--- src/rtl/mem_pkg.sv ---
// Shared types for the memory arbiter: read-return owner and flash-programming phase.
package mem_pkg;

  typedef enum logic [1:0] {
    OWN_NONE,
    OWN_DATA,
    OWN_FETCH
  } mem_owner_t;

  typedef enum logic [1:0] {
    PH_RUN,
    PH_LOAD,
    PH_DRAIN
  } arb_phase_t;

endpackage

--- src/rtl/mem_arbiter.sv ---
// Single-port RAM arbiter: flash loader > data > fetch, with fetch starvation protection
// and a core hold while flash programming is in progress.
module mem_arbiter
  import mem_pkg::*;
#(
  parameter int unsigned WIDTH        = 32,
  parameter int unsigned ADDR_WIDTH   = 10,
  parameter int unsigned STARVE_LIMIT = 4
) (
  input  logic                  clk,
  input  logic                  rst,
  input  logic                  flash_en,
  input  logic [WIDTH-1:0]      flash_addr,
  input  logic [WIDTH-1:0]      flash_data,
  input  logic                  data_req,
  input  logic                  data_we,
  input  logic [WIDTH-1:0]      data_addr,
  input  logic [WIDTH-1:0]      data_wdata,
  output logic                  data_gnt,
  output logic                  data_rvalid,
  input  logic                  fetch_req,
  input  logic [WIDTH-1:0]      fetch_addr,
  output logic                  fetch_gnt,
  output logic                  fetch_rvalid,
  output logic [WIDTH-1:0]      rdata,
  output logic                  core_hold,
  output logic                  ram_en,
  output logic                  ram_we,
  output logic [ADDR_WIDTH-1:0] ram_addr,
  output logic [WIDTH-1:0]      ram_wdata,
  input  logic [WIDTH-1:0]      ram_rdata
);

  localparam int unsigned cnt_w = $clog2(STARVE_LIMIT + 1);

  arb_phase_t       phase, phase_next;
  mem_owner_t       owner, owner_next;
  logic [cnt_w-1:0] starve_cnt, starve_next;
  logic             starved;

  // Byte offset and upper bits are intentionally dropped: addresses wrap modulo RAM size.
  logic unused_addr_bits;
  assign unused_addr_bits = ^{flash_addr[1:0], flash_addr[WIDTH-1:ADDR_WIDTH+2],
                              data_addr[1:0], data_addr[WIDTH-1:ADDR_WIDTH+2],
                              fetch_addr[1:0], fetch_addr[WIDTH-1:ADDR_WIDTH+2]};

  always_comb begin
    core_hold = flash_en || (phase != PH_RUN);
    starved   = (starve_cnt == cnt_w'(STARVE_LIMIT));
    data_gnt  = 1'b0;
    fetch_gnt = 1'b0;
    if (!core_hold) begin
      if (data_req && !(starved && fetch_req)) begin
        data_gnt = 1'b1;
      end else if (fetch_req) begin
        fetch_gnt = 1'b1;
      end
    end
  end

  always_comb begin
    ram_en    = 1'b0;
    ram_we    = 1'b0;
    ram_addr  = '0;
    ram_wdata = '0;
    if (flash_en) begin
      ram_en    = 1'b1;
      ram_we    = 1'b1;
      ram_addr  = flash_addr[ADDR_WIDTH+1:2];
      ram_wdata = flash_data;
    end else if (data_gnt) begin
      ram_en    = 1'b1;
      ram_we    = data_we;
      ram_addr  = data_addr[ADDR_WIDTH+1:2];
      ram_wdata = data_wdata;
    end else if (fetch_gnt) begin
      ram_en    = 1'b1;
      ram_addr  = fetch_addr[ADDR_WIDTH+1:2];
    end
  end

  always_comb begin
    owner_next = OWN_NONE;
    if (data_gnt && !data_we) begin
      owner_next = OWN_DATA;
    end else if (fetch_gnt) begin
      owner_next = OWN_FETCH;
    end
  end

  // Starvation count is frozen while the core is held so flash bursts don't skew it.
  always_comb begin
    starve_next = starve_cnt;
    if (!core_hold) begin
      if (fetch_req && !fetch_gnt) begin
        if (!starved) begin
          starve_next = starve_cnt + cnt_w'(1);
        end
      end else begin
        starve_next = '0;
      end
    end
  end

  always_comb begin
    phase_next = phase;
    unique case (phase)
      PH_RUN:   if (flash_en) phase_next = PH_LOAD;
      PH_LOAD:  if (!flash_en) phase_next = PH_DRAIN;
      PH_DRAIN: phase_next = flash_en ? PH_LOAD : PH_RUN;
      default:  phase_next = PH_RUN;
    endcase
  end

  always_ff @(posedge clk or posedge rst) begin
    if (rst) begin
      phase      <= PH_RUN;
      owner      <= OWN_NONE;
      starve_cnt <= '0;
    end else begin
      phase      <= phase_next;
      owner      <= owner_next;
      starve_cnt <= starve_next;
    end
  end

  assign data_rvalid  = (owner == OWN_DATA);
  assign fetch_rvalid = (owner == OWN_FETCH);
  assign rdata        = ram_rdata;

endmodule
--- config.mk ---
export PLATFORM = sky130hd
export DESIGN_NAME = mem_arbiter
export DESIGN_NICKNAME = d
export VERILOG_FILES = /design/src/rtl/mem_pkg.sv /design/src/rtl/mem_arbiter.sv
export SDC_FILE = /design/constraint.sdc
export NUM_CORES = 1
export LEC_CHECK = 0
export BUFFER_PORTS_ARGS = -buffer_cell sky130_fd_sc_hd__buf_4
export CORE_AREA = 5 5 106 108
export CTS_BUF_LIST = sky130_fd_sc_hd__clkbuf_4 sky130_fd_sc_hd__clkbuf_8 sky130_fd_sc_hd__clkbuf_16
export DETAILED_ROUTE_END_ITERATION = 10
export DIE_AREA = 0 0 111 113
export PLACE_DENSITY = 0.44
export SLEW_MARGIN = 20
export SYNTH_ARGS = -nofsm -noshare
export SYNTH_HDL_FRONTEND = slang
export SYNTH_SLANG_ARGS = --single-unit
--- constraint.sdc ---
create_clock -name clk -period 2.03 [get_ports clk]
set_input_delay 0.203 -clock clk [delete_from_list [all_inputs] [get_ports clk]]
set_output_delay 0.203 -clock clk [all_outputs]
set_load 0.005 [all_outputs]
==> run metrics, run 1 <==
result of the run finished clean; Mapped Nets 331; y dimension of the die 113 µm; Post-route DRC 0; Worst Max-Slew Pin Slew 269.2 ps; overall power after layout 810.4 µW; number of distinct standard cells referenced by the synthesized netlist 27; number of instances in the synthesized netlist between 100 and 150; total number of vias roughly 1,500; clk sinks 7; area growth from synthesis to layout 100.8%; final HPWL from detailed placement 4860 µm; first-pass GRT wire length 8562 µm; arrival time of the worst setup path 1740 ps; Max-cap violations 0; net count of the finished layout 451; kind of launch point of the worst setup path flip-flop; largest stage delay on the critical path 380 ps; # rows 37; Fmax 515.9 MHz; Layout Skew 1.367 ps; die width about 110 µm; average instance area after synthesis 8.739 µm²; placeable core area just over 10,000 µm²; chain of cells forming the critical path inv_2 -> ha_4 -> nand3_1 -> and3_4 -> buf_12 -> a221o_1 -> buf_4; clock-pin slew on the worst setup and hold paths around 40 ps; TritonCTS clock tree built; kind of capture point of the worst setup path output pin; largest net degree at the start of global routing 47; worst hold path class primary input to flip-flop; sw power 215.1 µW; hold violation total from the final report 0; total leakage power between 1 and 1.5 nW; clock latency of the later-clocked register in the worst-skew pair 220 ps; final worst path period share 95.49%; fraction of registers with async set or reset after synthesis 100.0%; Yosys top cell by area sky130_fd_sc_hd__a22o_1; internal power component 595.3 µW; cell type of the slowest stage on the worst timing path sky130_fd_sc_hd__dfrtp_1; min-delay src data_we; critical path fanouts, max 22; post-layout min period roughly 1900 ps; count of port buffers added during placement about 150; required time worst endpoint 1830 ps; combinational fraction of design power 55.6%; aggregate negative setup slack 0 ps; most frequent cell after synthesis sky130_fd_sc_hd__buf_4; area share of the largest cell type after synthesis 24.48%; minimum setup slack in the final design 91.60 ps; IO Pins approximately 280; switching part of the total about a quarter; gp weighted congestion approximately 0.8; post-detailed-routing wire length 5862 µm; cell types with the highest counts after synthesis 34 x sky130_fd_sc_hd__buf_4, 32 x sky130_fd_sc_hd__a22o_1, 10 x sky130_fd_sc_hd__a221o_1, 10 x sky130_fd_sc_hd__and2_1, 7 x sky130_fd_sc_hd__dfrtp_1; Peak VDD IR 0.0003939 V; FF+latch count, synth 7; part of the power in the clock network roughly a quarter; Buf/Inv on CP 3; cell area power density 352.6 nW/µm²; effective utilization at floorplan 11.29%; top post-synthesis cells by area sky130_fd_sc_hd__a22o_1 24%, sky130_fd_sc_hd__buf_4 22%, sky130_fd_sc_hd__dfrtp_1 15%, sky130_fd_sc_hd__a221o_1 8.7%, sky130_fd_sc_hd__and2_1 5.5%; gr usage total 8.382%; sequential cell fraction of total power 19.4%; post-placement setup slack 155.6 ps; global route overflow 0; Reg-to-Reg Start phase[0]; clock buffer depth 2; Max H-tree Level 1; number of enable flip-flop cells after synthesis 0; total iterations of the first detailed-routing run 4; initial antenna violation count 0; cell class contributing the biggest share of worst-path delay flip-flops; Yosys warning count 0; relative slew slack 82.03%; antenna viol nets, final 0; final-report max-slew violation count 0; netlist area before placement around 1100 µm²; number of buffers added by the clock tree synthesis step 3; count of final setup violators 0; number of inserted diodes 0; portion of the post-synthesis area used by sequential elements 15.30%; Worst setup startpoint starve_cnt[1]; library cell used as clock root buffer sky130_fd_sc_hd__clkbuf_8; Primary FF master, synth sky130_fd_sc_hd__dfrtp_1; Wirelength per Cell about 15 µm; number of global-route vias before repair 1,446; fraction of layout cells with a size suffix above 1 67.60%; vias per inst 3.803; DRC marker count from the first detailed-route iteration 106; die area between 10,000 and 15,000 µm²; type of the setup path with the least slack flip-flop to output pin
-- power groups by stage --
stage	Clock, mW	Combinational, mW	Sequential [mW]
after floorplan	0	0.197	0.157
after global placement	0	0.429	0.158
after detailed placement	0	0.431	0.158
after CTS	0.211	0.442	0.156
after global routing	0.221	0.491	0.158
final	0.203	0.450	0.157
-- cells in the final DEF (no fill, tap or decap), types with 3 or more instances in the layout --
cell type,instances
sky130_fd_sc_hd__clkbuf_8,3
sky130_fd_sc_hd__a221o_1,10
sky130_fd_sc_hd__buf_4,153
sky130_fd_sc_hd__dfrtp_1,7
sky130_fd_sc_hd__inv_2,3
sky130_fd_sc_hd__inv_1,3
sky130_fd_sc_hd__buf_12,4
sky130_fd_sc_hd__a22o_1,32
sky130_fd_sc_hd__and2_1,10
-- layer usage --
| metal | track usage [%] | routed length, µm |
|---|---|---|
| met1 | 9.913 | 2230 |
| met2 | 14.20 | 2885 |
| met3 | 4.545 | 747 |
| met4 | 0.3284 | 0 |
| met5 | 0 | 0 |
-- registers in the layout, indices dropped and copies added (netlist names) --
name,flops
starve_cnt,3
owner,2
phase,2
-- area by class of cell --
cell class | count | area [µm²]
fillers | 1119 | 7840
repair buffers | 158 | 1239
multi-input cells | 75 | 643.1
flip-flops and latches | 7 | 175.2
well taps | 136 | 170.2
clock buffers | 4 | 48.80
inverters | 6 | 22.52
-- worst paths after layout --
path / to / slack (ps) / depth (start not counted)
worst max-delay path: ram_addr[3] / 90 / 7
worst min-delay path: owner[0] / 290 / 2
worst max register to register: owner[0] / 640 / 5
worst min register to register: phase[1] / 510 / 1
max in group asynchronous: owner[0] / 1350 / 3
min in group asynchronous: phase[0] / 470 / 3
-- logic make-up (layout without fill, tap and decap cells) --
kind of cell	Yosys count	after routing	share of synthesized area (%)
compound gates	49	49	37.60
fa+ha+maj	2	2	2.185
buf+inv	49	168	30.71
flops	7	7	15.30
simple gates	24	24	14.21
-- through the flow --
step / utilization [%] / cells / hold slack, ps / area (µm²)
3_5_place_dp: 21.49 / 376 / 159.4 / 2178
2_1_floorplan: - / 131 / 6.398 / 1145
4_1_cts: 22.20 / 382 / 274.8 / 2251
3_3_place_gp: 21.49 / 376 / 155.5 / 2178
5_1_grt: 22.67 / 386 / 290.8 / 2298
6_report: 22.67 / 386 / 285.6 / 2298
-- repair_timing --
item	4_1_cts	5_1_grt
buffers inserted	1	4
gates resized for setup	3	3
hold buffers	1	0
pin swaps	1	6
endpoints found under the hold margin	7	0
endpoints found under the setup margin	11	11
(Power assumes the default switching activity.)
==> inputs of run 2 (changes only) <==
--- a/config.mk
+++ b/config.mk
@@ -10,6 +10,7 @@
 export CTS_BUF_LIST = sky130_fd_sc_hd__clkbuf_4 sky130_fd_sc_hd__clkbuf_8 sky130_fd_sc_hd__clkbuf_16
 export DETAILED_ROUTE_END_ITERATION = 10
 export DIE_AREA = 0 0 111 113
+export GPL_TIMING_DRIVEN = 0
 export PLACE_DENSITY = 0.44
 export SLEW_MARGIN = 20
 export SYNTH_ARGS = -nofsm -noshare
==> run metrics, run 2 (synthesis gave the netlist of run 1 again) <==
aggregate negative setup slack -17.04 ps; Wirelength per Cell 16.27 µm; area growth from synthesis to layout 157.6%; Worst R2R Setup Slack approximately 500 ps; failing checks negative setup slack; y dimension of the die 113 µm; global route overflow 0; gr usage total 10.50%; fraction of layout cells with a size suffix above 1 between 70% and 80%; first-pass GRT wire length 10,550 µm; sw power 265.2 µW; Worst Max-Slew Pin Slew about 410 ps; number of buffers added by the clock tree synthesis step 3; clock buffer depth 2; total iterations of the first detailed-routing run 4; kind of capture point of the worst setup path output pin; initial antenna violation count 0; effective utilization at floorplan 11.29%; # rows 37; most frequent standard cell in the layout excluding fill and tap cells sky130_fd_sc_hd__buf_4; DRC marker count from the first detailed-route iteration 81; net count of the finished layout 535; total number of vias 1,832; largest stage delay on the critical path 380 ps; antenna viol nets, final 0; required time worst endpoint 1830 ps; library cell used as clock root buffer sky130_fd_sc_hd__clkbuf_8; vias per inst between 3 and 4; cell area power density 329.1 nW/µm²; clock-pin slew on the worst setup and hold paths 40 ps; hold violation total from the final report 0; registers with the highest flip-flop counts starve_cnt: 3 flops, owner: 2 flops, phase: 2 flops; final-report max-slew violation count 0; most frequent CP cell sky130_fd_sc_hd__buf_8; Max-cap violations 0; clock latency of the later-clocked register in the worst-skew pair about 220 ps; setup repair after global routing missed its margin true; cell area reported after detailed placement about 2700 µm²; flip-flop count of the largest register after layout 3; clk sinks 7; Peak VDD IR 0.0001997 V; register with the most flip-flops starve_cnt; type of the setup path with the least slack flip-flop to output pin; arrival time of the worst setup path roughly 1800 ps; cell type of the slowest stage on the worst timing path sky130_fd_sc_hd__dfrtp_1; internal power component between 700 and 800 µW; critical path fanouts, max 6; final worst path period share 100.5%; commonest cells after routing, fill and taps aside 226 x sky130_fd_sc_hd__buf_4, 32 x sky130_fd_sc_hd__a22o_1, 10 x sky130_fd_sc_hd__and2_1, 10 x sky130_fd_sc_hd__a221o_1, 7 x sky130_fd_sc_hd__dfrtp_1; post-detailed-routing wire length 7645 µm; part of the power in the clock network 21.4%; sequential cell fraction of total power 16.2%; placeable core area 10,140 µm²; Fmax 490.1 MHz; switching part of the total a little over a quarter; result of the run finished, violations left; total leakage power ~1.6 nW; chain of cells forming the critical path inv_2 -> ha_4 -> nand3_2 -> and3_4 -> buf_8 -> buf_8 -> a221o_1 -> buf_4; die area 12,540 µm²; die width 111 µm; gp weighted congestion 0.8274; final HPWL from detailed placement 6111 µm; Post-route DRC 0; relative slew slack 72.68%; Max H-tree Level 1; Non-Filler Cell Area, Final 2949 µm²; overall power after layout slightly below 1 mW; number of inserted diodes 0; kind of launch point of the worst setup path flip-flop; count of final setup violators 3; largest net degree at the start of global routing 11; number of global-route vias before repair 1,777; IO Pins between 200 and 300; post-layout min period 2041 ps; worst hold path class primary input to flip-flop; minimum setup slack in the final design -10.53 ps; count of port buffers added during placement 180; Layout Skew 0.8642 ps; TritonCTS clock tree built; combinational fraction of design power 62.4%
run 2: final cells by class:
| type | instances | area [µm²] |
|---|---|---|
| clock buffer | 4 | 48.80 |
| timing repair buffer | 199 | 1529 |
| buffer | 43 | 349.1 |
| fill | 1098 | 7189 |
| inverter | 6 | 22.52 |
| tap | 136 | 170.2 |
| multi-input combinational | 75 | 654.4 |
| sequential | 7 | 175.2 |
run 2: what timing repair did:
item	CTS	global route
hold buffers	1	0
endpoints found under the hold margin	7	0
gates resized for setup	7	14
setup endpoints to repair	10	34
pin swaps	3	11
setup buffers	4	11
cloned	1	2
run 2: through the flow:
stage / setup slack (ps) / instances / hold WS (ps) / utilization [%]
floorplan: 362.3 / 131 / 6.398 / -
global placement: 68.20 / 447 / 153.8 / 26.30
detailed placement: 30.75 / 447 / 165.4 / 26.30
CTS: 11.04 / 457 / 267.6 / 27.48
global route: -98.40 / 470 / 276.9 / 29.09
finish: -10.53 / 470 / 270.2 / 29.09
run 2: path summary, 6_finish.rpt:
kind	from	to	cells after the start
setup / recovery	starve_cnt[0]	ram_addr[5]	8
hold / removal	data_we	owner[0]	2
setup reg to reg	phase[0]	owner[0]	6
hold reg to reg	phase[1]	phase[1]	1
max in group asynchronous	rst	starve_cnt[2]	3
min in group asynchronous	rst	phase[0]	3
run 2: per-layer routing:
| metal | vias to the layer above | part of all wire [%] | GRT usage, % |
|---|---|---|---|
| li1 | 872 | - | - |
| met1 | 847 | 37 | 11.96 |
| met4 | 0 | 0.55 | 1.642 |
| met2 | 109 | 54 | 19.50 |
| met5 | - | 0 | 0 |
| met3 | 4 | 8.4 | 3.369 |
run 2: power groups by stage:
stage	Combinational, mW	Clock, mW	Sequential, mW
2_1_floorplan	0.197	0	0.157
3_3_place_gp	0.535	0	0.158
3_5_place_dp	0.539	0	0.158
4_1_cts	0.568	0.209	0.157
5_1_grt	0.652	0.219	0.159
6_report	0.606	0.207	0.158
run 2: critical path: cells and delay by family (launching register included):
| kind | cells | cell delay, ps |
|---|---|---|
| AO/OA/AOI/OAI | 1 | 320 |
| adder cells (fa/ha/maj) | 1 | 160 |
| flip-flops | 1 | 380 |
| buffers and inverters | 4 | 490 |
| AND/OR/NAND/NOR | 2 | 260 |
